**src/rtl/memory_lsu.sv**
```systemverilog
// Memory-stage load/store unit.
// Takes one access per instruction from the regM pipeline register, checks its
// alignment, and runs a single bus transaction: request, wait for the response,
// then pulse done. Load data is extracted and extended into valM.
// Store data is lane-replicated and byte-enabled.
// The pipeline is stalled from the first cycle of an aligned access until the
// done cycle.

module memory_lsu (
    input  logic        clk,
    input  logic        rst,
    input  logic [31:0] regM_i_valE,
    input  logic [31:0] regM_i_valB,
    input  logic [3:0]  regM_i_mem_rw,
    output logic        dmem_o_req_valid,
    input  logic        dmem_i_req_ready,
    output logic [31:0] dmem_o_addr,
    output logic        dmem_o_we,
    output logic [3:0]  dmem_o_wstrb,
    output logic [31:0] dmem_o_wdata,
    input  logic        dmem_i_resp_valid,
    input  logic [31:0] dmem_i_rdata,
    output logic [31:0] memory_o_valM,
    output logic        memory_o_stall,
    output logic        memory_o_misalign,
    output logic        memory_o_done
);

    localparam logic [3:0] OP_LB  = 4'd1;
    localparam logic [3:0] OP_LH  = 4'd2;
    localparam logic [3:0] OP_LW  = 4'd3;
    localparam logic [3:0] OP_LBU = 4'd4;
    localparam logic [3:0] OP_LHU = 4'd5;
    localparam logic [3:0] OP_SB  = 4'd6;
    localparam logic [3:0] OP_SH  = 4'd7;
    localparam logic [3:0] OP_SW  = 4'd8;

    typedef enum logic [1:0] {
        ST_IDLE = 2'd0,
        ST_REQ  = 2'd1,
        ST_WAIT = 2'd2,
        ST_DONE = 2'd3
    } state_t;

    // Access codes 1..8 are real memory operations; everything else is none.
    function automatic logic op_is_access(input logic [3:0] op);
        logic r;
        case (op)
            OP_LB, OP_LH, OP_LW, OP_LBU, OP_LHU, OP_SB, OP_SH, OP_SW: r = 1'b1;
            default:                                                 r = 1'b0;
        endcase
        return r;
    endfunction

    function automatic logic op_is_load(input logic [3:0] op);
        logic r;
        case (op)
            OP_LB, OP_LH, OP_LW, OP_LBU, OP_LHU: r = 1'b1;
            default:                             r = 1'b0;
        endcase
        return r;
    endfunction

    function automatic logic op_is_store(input logic [3:0] op);
        logic r;
        case (op)
            OP_SB, OP_SH, OP_SW: r = 1'b1;
            default:             r = 1'b0;
        endcase
        return r;
    endfunction

    // Alignment: halfwords need addr[0]=0, words need addr[1:0]=0.
    function automatic logic op_misaligned(input logic [3:0] op, input logic [1:0] lane);
        logic r;
        case (op)
            OP_LH, OP_LHU, OP_SH: r = lane[0];
            OP_LW, OP_SW:         r = (lane != 2'b00);
            default:              r = 1'b0;
        endcase
        return r;
    endfunction

    // Byte enables for a store placed at the given byte lane.
    function automatic logic [3:0] store_strb(input logic [3:0] op, input logic [1:0] lane);
        logic [3:0] r;
        case (op)
            OP_SB:   r = 4'b0001 << lane;
            OP_SH:   r = 4'b0011 << lane;
            OP_SW:   r = 4'b1111;
            default: r = 4'b0000;
        endcase
        return r;
    endfunction

    // Store data replicated across all lanes so the strobes pick the right copy.
    function automatic logic [31:0] store_data(input logic [3:0] op, input logic [31:0] src);
        logic [31:0] r;
        case (op)
            OP_SB:   r = {4{src[7:0]}};
            OP_SH:   r = {2{src[15:0]}};
            OP_SW:   r = src;
            default: r = 32'd0;
        endcase
        return r;
    endfunction

    // Pick the addressed byte/halfword out of the read word and extend it.
    function automatic logic [31:0] load_extract(input logic [3:0] op, input logic [1:0] lane,
                                                 input logic [31:0] word);
        logic [31:0] b_sh;
        logic [31:0] h_sh;
        logic [31:0] r;
        b_sh = word >> {lane, 3'b000};
        h_sh = word >> {lane[1], 4'b0000};
        case (op)
            OP_LB:   r = {{24{b_sh[7]}}, b_sh[7:0]};
            OP_LBU:  r = {24'd0, b_sh[7:0]};
            OP_LH:   r = {{16{h_sh[15]}}, h_sh[15:0]};
            OP_LHU:  r = {16'd0, h_sh[15:0]};
            OP_LW:   r = word;
            default: r = 32'd0;
        endcase
        return r;
    endfunction

    state_t      state_r;
    state_t      state_nx_s;
    logic [31:0] addr_r;
    logic        we_r;
    logic [3:0]  wstrb_r;
    logic [31:0] wdata_r;
    logic [3:0]  op_r;
    logic [1:0]  lane_r;
    logic [31:0] valm_r;

    logic        access_s;
    logic        misalign_s;
    logic        start_s;

    // Decode the incoming regM access and decide whether a bus transaction starts.
    always_comb begin
        access_s   = op_is_access(regM_i_mem_rw);
        misalign_s = access_s && op_misaligned(regM_i_mem_rw, regM_i_valE[1:0]);
        start_s    = (state_r == ST_IDLE) && access_s && !misalign_s;
    end

    // Next-state logic for the request/response sequencer.
    always_comb begin
        state_nx_s = state_r;
        case (state_r)
            ST_IDLE: begin
                if (start_s) begin
                    state_nx_s = ST_REQ;
                end else begin
                    state_nx_s = ST_IDLE;
                end
            end
            ST_REQ: begin
                if (dmem_i_req_ready) begin
                    state_nx_s = ST_WAIT;
                end else begin
                    state_nx_s = ST_REQ;
                end
            end
            ST_WAIT: begin
                if (dmem_i_resp_valid) begin
                    state_nx_s = ST_DONE;
                end else begin
                    state_nx_s = ST_WAIT;
                end
            end
            ST_DONE: state_nx_s = ST_IDLE;
            default: state_nx_s = ST_IDLE;
        endcase
    end

    // State register; reset returns to IDLE so a pending response is ignored.
    always_ff @(posedge clk or negedge rst) begin
        if (!rst) begin
            state_r <= ST_IDLE;
        end else begin
            state_r <= state_nx_s;
        end
    end

    // Latch the request fields at the start of an access; held until the next access.
    always_ff @(posedge clk or negedge rst) begin
        if (!rst) begin
            addr_r  <= 32'd0;
            we_r    <= 1'b0;
            wstrb_r <= 4'b0000;
            wdata_r <= 32'd0;
            op_r    <= 4'd0;
            lane_r  <= 2'd0;
        end else if (start_s) begin
            addr_r  <= {regM_i_valE[31:2], 2'b00};
            we_r    <= op_is_store(regM_i_mem_rw);
            wstrb_r <= store_strb(regM_i_mem_rw, regM_i_valE[1:0]);
            wdata_r <= store_data(regM_i_mem_rw, regM_i_valB);
            op_r    <= regM_i_mem_rw;
            lane_r  <= regM_i_valE[1:0];
        end else begin
            addr_r  <= addr_r;
            we_r    <= we_r;
            wstrb_r <= wstrb_r;
            wdata_r <= wdata_r;
            op_r    <= op_r;
            lane_r  <= lane_r;
        end
    end

    // Capture the extended load result when the load response arrives.
    always_ff @(posedge clk or negedge rst) begin
        if (!rst) begin
            valm_r <= 32'd0;
        end else if ((state_r == ST_WAIT) && dmem_i_resp_valid && op_is_load(op_r)) begin
            valm_r <= load_extract(op_r, lane_r, dmem_i_rdata);
        end else begin
            valm_r <= valm_r;
        end
    end

    // Drive outputs from state and latched fields; stall covers the start cycle too.
    always_comb begin
        dmem_o_req_valid  = (state_r == ST_REQ);
        dmem_o_addr       = addr_r;
        dmem_o_we         = we_r;
        dmem_o_wstrb      = wstrb_r;
        dmem_o_wdata      = wdata_r;
        memory_o_valM     = valm_r;
        memory_o_done     = (state_r == ST_DONE);
        memory_o_stall    = start_s || (state_r == ST_REQ) || (state_r == ST_WAIT);
        memory_o_misalign = (state_r == ST_IDLE) && misalign_s;
    end

endmodule

```
**config.mk**
```make
export PLATFORM = sky130hd
export DESIGN_NAME = memory_lsu
export DESIGN_NICKNAME = d
export VERILOG_FILES = /design/src/rtl/memory_lsu.sv
export SDC_FILE = /design/constraint.sdc
export NUM_CORES = 1
export LEC_CHECK = 0
export ABC_AREA = 1
export BUFFER_PORTS_ARGS = -buffer_cell sky130_fd_sc_hd__buf_2
export CAP_MARGIN = 5
export CORE_MARGIN = 3
export CORE_UTILIZATION = 25
export CTS_CLUSTER_SIZE = 30
export DETAILED_ROUTE_END_ITERATION = 10
export SLEW_MARGIN = 20
export SYNTH_ARGS = -nofsm -noshare
export SYNTH_HDL_FRONTEND = slang
export SYNTH_SLANG_ARGS = --single-unit
```
**constraint.sdc**
```tcl
create_clock -name clk -period 1.95 [get_ports clk]
set_input_delay 0.39 -clock clk [delete_from_list [all_inputs] [get_ports clk]]
set_output_delay 0.39 -clock clk [all_outputs]
set_load 0.02 [all_outputs]
```
; After elaboration in Yosys (flattened, before gate mapping)
; Memory sizes are Yosys's and may differ from the RTL's.
; Index checks and enable logic that the tools add are counted.
; W data, S select, Z words.
[word_totals]
regBits = 107
latchBits = 0
ram_bits = 0
rom_bits = 16
input_bits = 104
out_inout_bits = 105
elab_cells = 52
n_memories = 1
[memory_table]
columns = memory, words, word_bits, rd, rd_ports_with_merged_regs, write_ports, line
row1 = (name not given), 16, 1, 1, 0, 0, 48  ; case (op)
[op_classes]
addsub = 0
n_mul = 0
div_mod_pow = 0
n_lt_le_gt_ge = 0
n_eq_ne = 14
shifts = 4
muxes = 10
bitwise = 0
reduce_logical = 15
[op_table]
columns = op, n
row1 = $pmux W32 S5, 1
row2 = $pmux W32 S3, 1
row3 = $shr A32 B5 Y16, 1
row4 = $shr A32 B5 Y8, 1
row5 = $eq A4 B3 Y1 const B, 5
row6 = $eq A4 B2 Y1 const B, 4
row7 = $pmux W4 S3, 1
row8 = $pmux W2 S4, 1
row9 = $logic_and A1 B1 Y1, 6
row10 = $reduce_or A3 Y1, 2
row11 = $reduce_or A5 Y1, 1
row12 = $eq A2 B2 Y1 const B, 2
row13 = $eq A4 B1 Y1 const B, 1
row14 = $eq A4 B4 Y1 const B, 1
row15 = $mux W1, 4
row16 = $shl A1 B2 Y4 const A, 1
row17 = $shl A2 B2 Y4 const A, 1
row18 = $eq A2 B1 Y1 const B, 1
row19 = $logic_not A2 Y1, 1
row20 = $logic_or A1 B1 Y1, 2
row21 = $mux W2, 1
row22 = $pmux W1 S2, 1
row23 = $reduce_bool A2 Y1, 1
row24 = $reduce_or A2 Y1, 1
row25 = $logic_not A1 Y1, 1

; Logic depth before layout (Yosys ltp)
[depth]
depth_word = 8
mapped_depth = 10
mapped_depth_nobuf = 9

; Least setup slack after synthesis
; Ideal clock, no wire load.
[synth_path]
path_kind = input -> output
startpoint = input regM_i_mem_rw[1]
endpoint = output memory_o_stall
arrival_time_ps = 1469
required_ps = 1560
slack_ps = 91
cell_stages = 8
path_buffers = 2
cell_sequence = nor2_1 -> nand3_2 -> nand2_1 -> nand2_1 -> nand4_1 -> buf_4 -> buf_4 -> o21ai_0
[synth_between]
elab_chain_len = 8
elab_cells_between_ends = 15
[synth_rtl]
columns = element, line
row1 = start: declaration, 14  ; input logic [3:0] regM_i_mem_rw,
row2 = $eq A4 B3 Y1 (tied with other cells), 76  ; case (op)
row3 = $reduce_or A3 Y1 or $reduce_or A2 Y1 (tied branches), 76
row4 = $pmux W1 S2, 76
row5 = $logic_and A1 B1 Y1, 144  ; misalign_s = access_s && op_misaligned(regM_i_mem_rw, regM_i_valE[1:0]);
row6 = $logic_not A1 Y1, 145  ; start_s = (state_r == ST_IDLE) && access_s && !misalign_s;
row7 = $logic_and A1 B1 Y1 *, 145
row8 = $logic_or A1 B1 Y1 * (2 in series), 233  ; memory_o_stall = start_s || (state_r == ST_REQ) || (state_r == ST_WAIT);
row9 = end: declaration, 24  ; output logic memory_o_stall,
; Mark *: on every way between the ends. The rest lies on a longest branch, timed or not.

; Worst setup path in the final report
[layout_path]
startpoint = register state_r[0]
endpoint = output memory_o_stall
[layout_between]
elab_chain_len = 5
elab_cells_between_ends = 7
[layout_rtl]
columns = element, line
row1 = start: declaration, 127  ; state_t state_r;
row2 = start signal: assignment, 183  ; state_r <= state_nx_s;
row3 = $logic_not A2 Y1, 145
row4 = $logic_and A1 B1 Y1 (2 in series), 145
row5 = $logic_or A1 B1 Y1, 233
row6 = $logic_or A1 B1 Y1 *, 233
; Marked as above.

==> out/results.tsv <==
stage	metric	value	unit
cts	insertion delay to the later sink of the worst-skew pair	0.35	ns
power_and_ir_drop	power per cell area	1420	nW/µm²
global_route	first-pass GRT wire length	27700	µm
place	pre-CTS WS	0.131	ns
sta	Max-slew headroom	0.646	
cells_and_area	share of cells above drive strength 1	0.253	
sta	Final Setup Violations	0	
logic_synthesis	distinct cell type count after synthesis	22	
critical_path	CP top delay family	flip-flops	
power_and_ir_drop	Clock power frac	0.178	
cells_and_area	Post-layout nets	1103	
status	failing checks	hold timing	
route	DRC viols	0	
critical_path	Max stage delay on crit path	0.41	ns
route	Pre-Repair DR Iteration Count	5	
critical_path	Setup crit start kind	flop	
logic_synthesis	EDFF count, synth	0	
route	1st-iter DRT viols	287	
route	Via density	4.39	
sta	worst setup margin	0.109	ns
power_and_ir_drop	Peak VDD IR	0.518	mV
die	Die Wd	154	µm
critical_path	Worst Path Buf+Inv	2	
global_route	number of global-route vias before repair	5321	
cells_and_area	design area	7210	µm²
global_route	GRT Overall Usage	0.144	
logic_synthesis	synth warn	0	
route	total wire length	17400	µm
place	number of port buffers	206	
cts	clock buffer depth	2	
worst_hold_path	worst min path class	primary input to asynchronous set/reset pin	
cts	total CTS buffers	9	
global_route	initial antenna violation count	0	
critical_path	worst-path maximum fanout	4	
logic_synthesis	Synth top area share	0.490	
power_and_ir_drop	sw frac	0.451	
cts	H-tree depth	3	
logic_synthesis	ys async rst share	1.00	
die	die area	23700	µm²
global_route	total gr overflow	0	
logic_synthesis	Synth area leaders	dfrtp_1, nand2_1, nand3_1, nor2_1, inv_1	
power_and_ir_drop	Tot Pwr	0.0102	W
sta	Tcrit/Tclk final	0.944	
logic_synthesis	FF+latch count, synth	107	
logic_synthesis	sequential share of the synthesized area	0.490	
route	Final ANT Viol Nets	0	
job	Max Cap Violations	0	
power_and_ir_drop	Flop pwr share	0.357	
cells_and_area	fin util	0.340	
critical_path	Most common cell on crit path	buf_4	
logic_synthesis	Post-synth top cells	nand2_1, dfrtp_1, nand3_1, nor2_1, inv_1	
cts	CTS root buffer	clkbuf_16	
critical_path	CP Class	flop to output port	
sta	Hold Vio Cnt, Final	5	
logic_synthesis	Most used DFF post-synth	dfrtp_1	
sta	Max Slew Vio Count	0	
critical_path	Slowest-stage cell, CP	dfrtp_1	
critical_path	critical-path cell list	nor2_1 -> buf_4 -> nand4_1 -> o21ai_1 -> buf_4	
cts	Clock Sinks	107	
logic_synthesis	Mapped Cells	790	
sta	Max Clk Rate	543	MHz
critical_path	Critical Path AT	1.45	ns
sta	Final Critical Period	1.84	ns
place	area of placed instances	6900	µm²
critical_path	Worst setup EP type	output port	
sta	Total Neg Setup Slack	0	ns
die	Ports	209	
power_and_ir_drop	combinational cell fraction of total power	0.465	
sta	worst clock skew	0.0110	ns
place	GPL Wtd Cong	0.879	
route	Avg WL per Cell	13.6	µm
sta	Worst-Margin Slew	0.531	ns
place	Final HPWL DP	13000	µm
die	FP Rows	53	
logic_synthesis	Mapped Area	5460	µm²
power_and_ir_drop	Pleak	4.36	nW
power_and_ir_drop	Int Power	0.00561	W
status	status	complete, but fails checks	
power_and_ir_drop	Psw	0.00460	W
logic_synthesis	count leader, synth	nand2_1	
sta	unrepaired setup endpoints after global routing	false	
sta	Min Hold Slack	-0.00638	ns
cells_and_area	diode count	0	
cts	CTS tree	done	
logic_synthesis	Avg Cell Area, Syn	6.91	µm²
die	Die Span Y	154	µm
cts	# hold bufs at CTS	0	
route	total number of vias	5609	
critical_path	Crit path required time	1.56	ns
logic_synthesis	largest area contributor in the netlist	dfrtp_1	
global_route	largest net degree at the start of global routing	45	
die	core area	21200	µm²
die	Initial Utilization	0.257	
cts	clock-pin transition on the worst setup and hold timing paths	0.07	ns
cells_and_area	P&R area growth vs syn	31.9	%
[cell usage in the layout, fill, tap and decap left out]
master      netlist  routed
nor2_4            1       1
a21oi_1          11      11
inv_2             2       2
a21boi_0          1       1
nand2_2           1       1
nor2_1           58      58
inv_1            40      40
inv_8             0       1
nand4_1           1       1
buf_12            0       7
clkinv_2          0       1
clkinv_1          1       1
clkinv_4          0       1
inv_6             0       3
nor2_2            1       1
clkinvlp_4        0       1
o21ai_0          15      14
o21ai_1           0       1
buf_2            12     204
clkbuf_16         0       9
nor3_1            1       1
o211ai_1          1       1
or2_2             1       1
nand2_1         447     447
buf_4            14      19
nand3_2           2       2
conb_1            1       2
dfrtp_1         107     107
nand3_1          65      65
[metal layers]
layer / share of wire / vias to the layer above / GRT usage
met5: 0 / - / 0
met4: 0.0074 / 0 / 0.0290
met3: 0.10 / 10 / 0.0521
met2: 0.43 / 213 / 0.218
met1: 0.46 / 2557 / 0.200
li1: - / 2829 / -
[worst paths after layout]
kind	from	slack, ns	depth (start not counted)	end
setup / recovery	state_r[0]	0.11	5	memory_o_stall
hold / removal	rst	-0.006	1	memory_o_valM[14]
setup reg to reg	lane_r[1]	0.30	7	memory_o_valM[17]
hold reg to reg	dmem_o_addr[15]	0.47	2	dmem_o_addr[15]
max in group asynchronous	rst	1.35	2	dmem_o_addr[24]
min in group clk	regM_i_valE[31]	0.23	3	dmem_o_addr[31]
[state kept, by name, summed over array words and instances, names as in the netlist, named ones only]
signal and cells:
dmem_o_wdata 32, memory_o_valM 32, dmem_o_addr 30, dmem_o_wstrb 4, op_r 4, lane_r 2
dmem_o_we 1, state_r 1
[power by group through the flow]
stage,Combinational (W),Clock [W],Sequential (W)
global placement,0.00471,0,0.00367
CTS,0.00480,0.00189,0.00365
detailed placement,0.00477,0,0.00368
finish,0.00475,0.00182,0.00364
global route,0.00529,0.00198,0.00376
floorplan,0.00201,0,0.00460
[stage by stage]
stage	std cells	hold slack [ns]
floorplan	791	0.0944
global placement	1261	0.383
detailed placement	1261	0.388
CTS	1278	0.00152
global route	1279	0.0223
finish	1279	-0.00638
[layout make-up]
class	instances	area (µm²)
clock buffers	9	225
clock inverters	7	58.8
fillers	2355	14000
inverters	43	161
multi-input cells	608	2430
flip-flops and latches	107	2680
well taps	275	344
repair buffers	230	1300
[what timing repair did]
item,CTS,global route
endpoints found under the hold margin,0,0
gates cloned,0,0
pin swaps,1,0
setup endpoints to repair,1,1
resized for setup,2,0
setup buffers,1,1
[cell families after synthesis]
family	share of synthesized area
buf+inv	0.0646
flops	0.490
compound gates	0.0266
other cells	0.000687
simple gates	0.418
(Power assumes the default switching activity.)
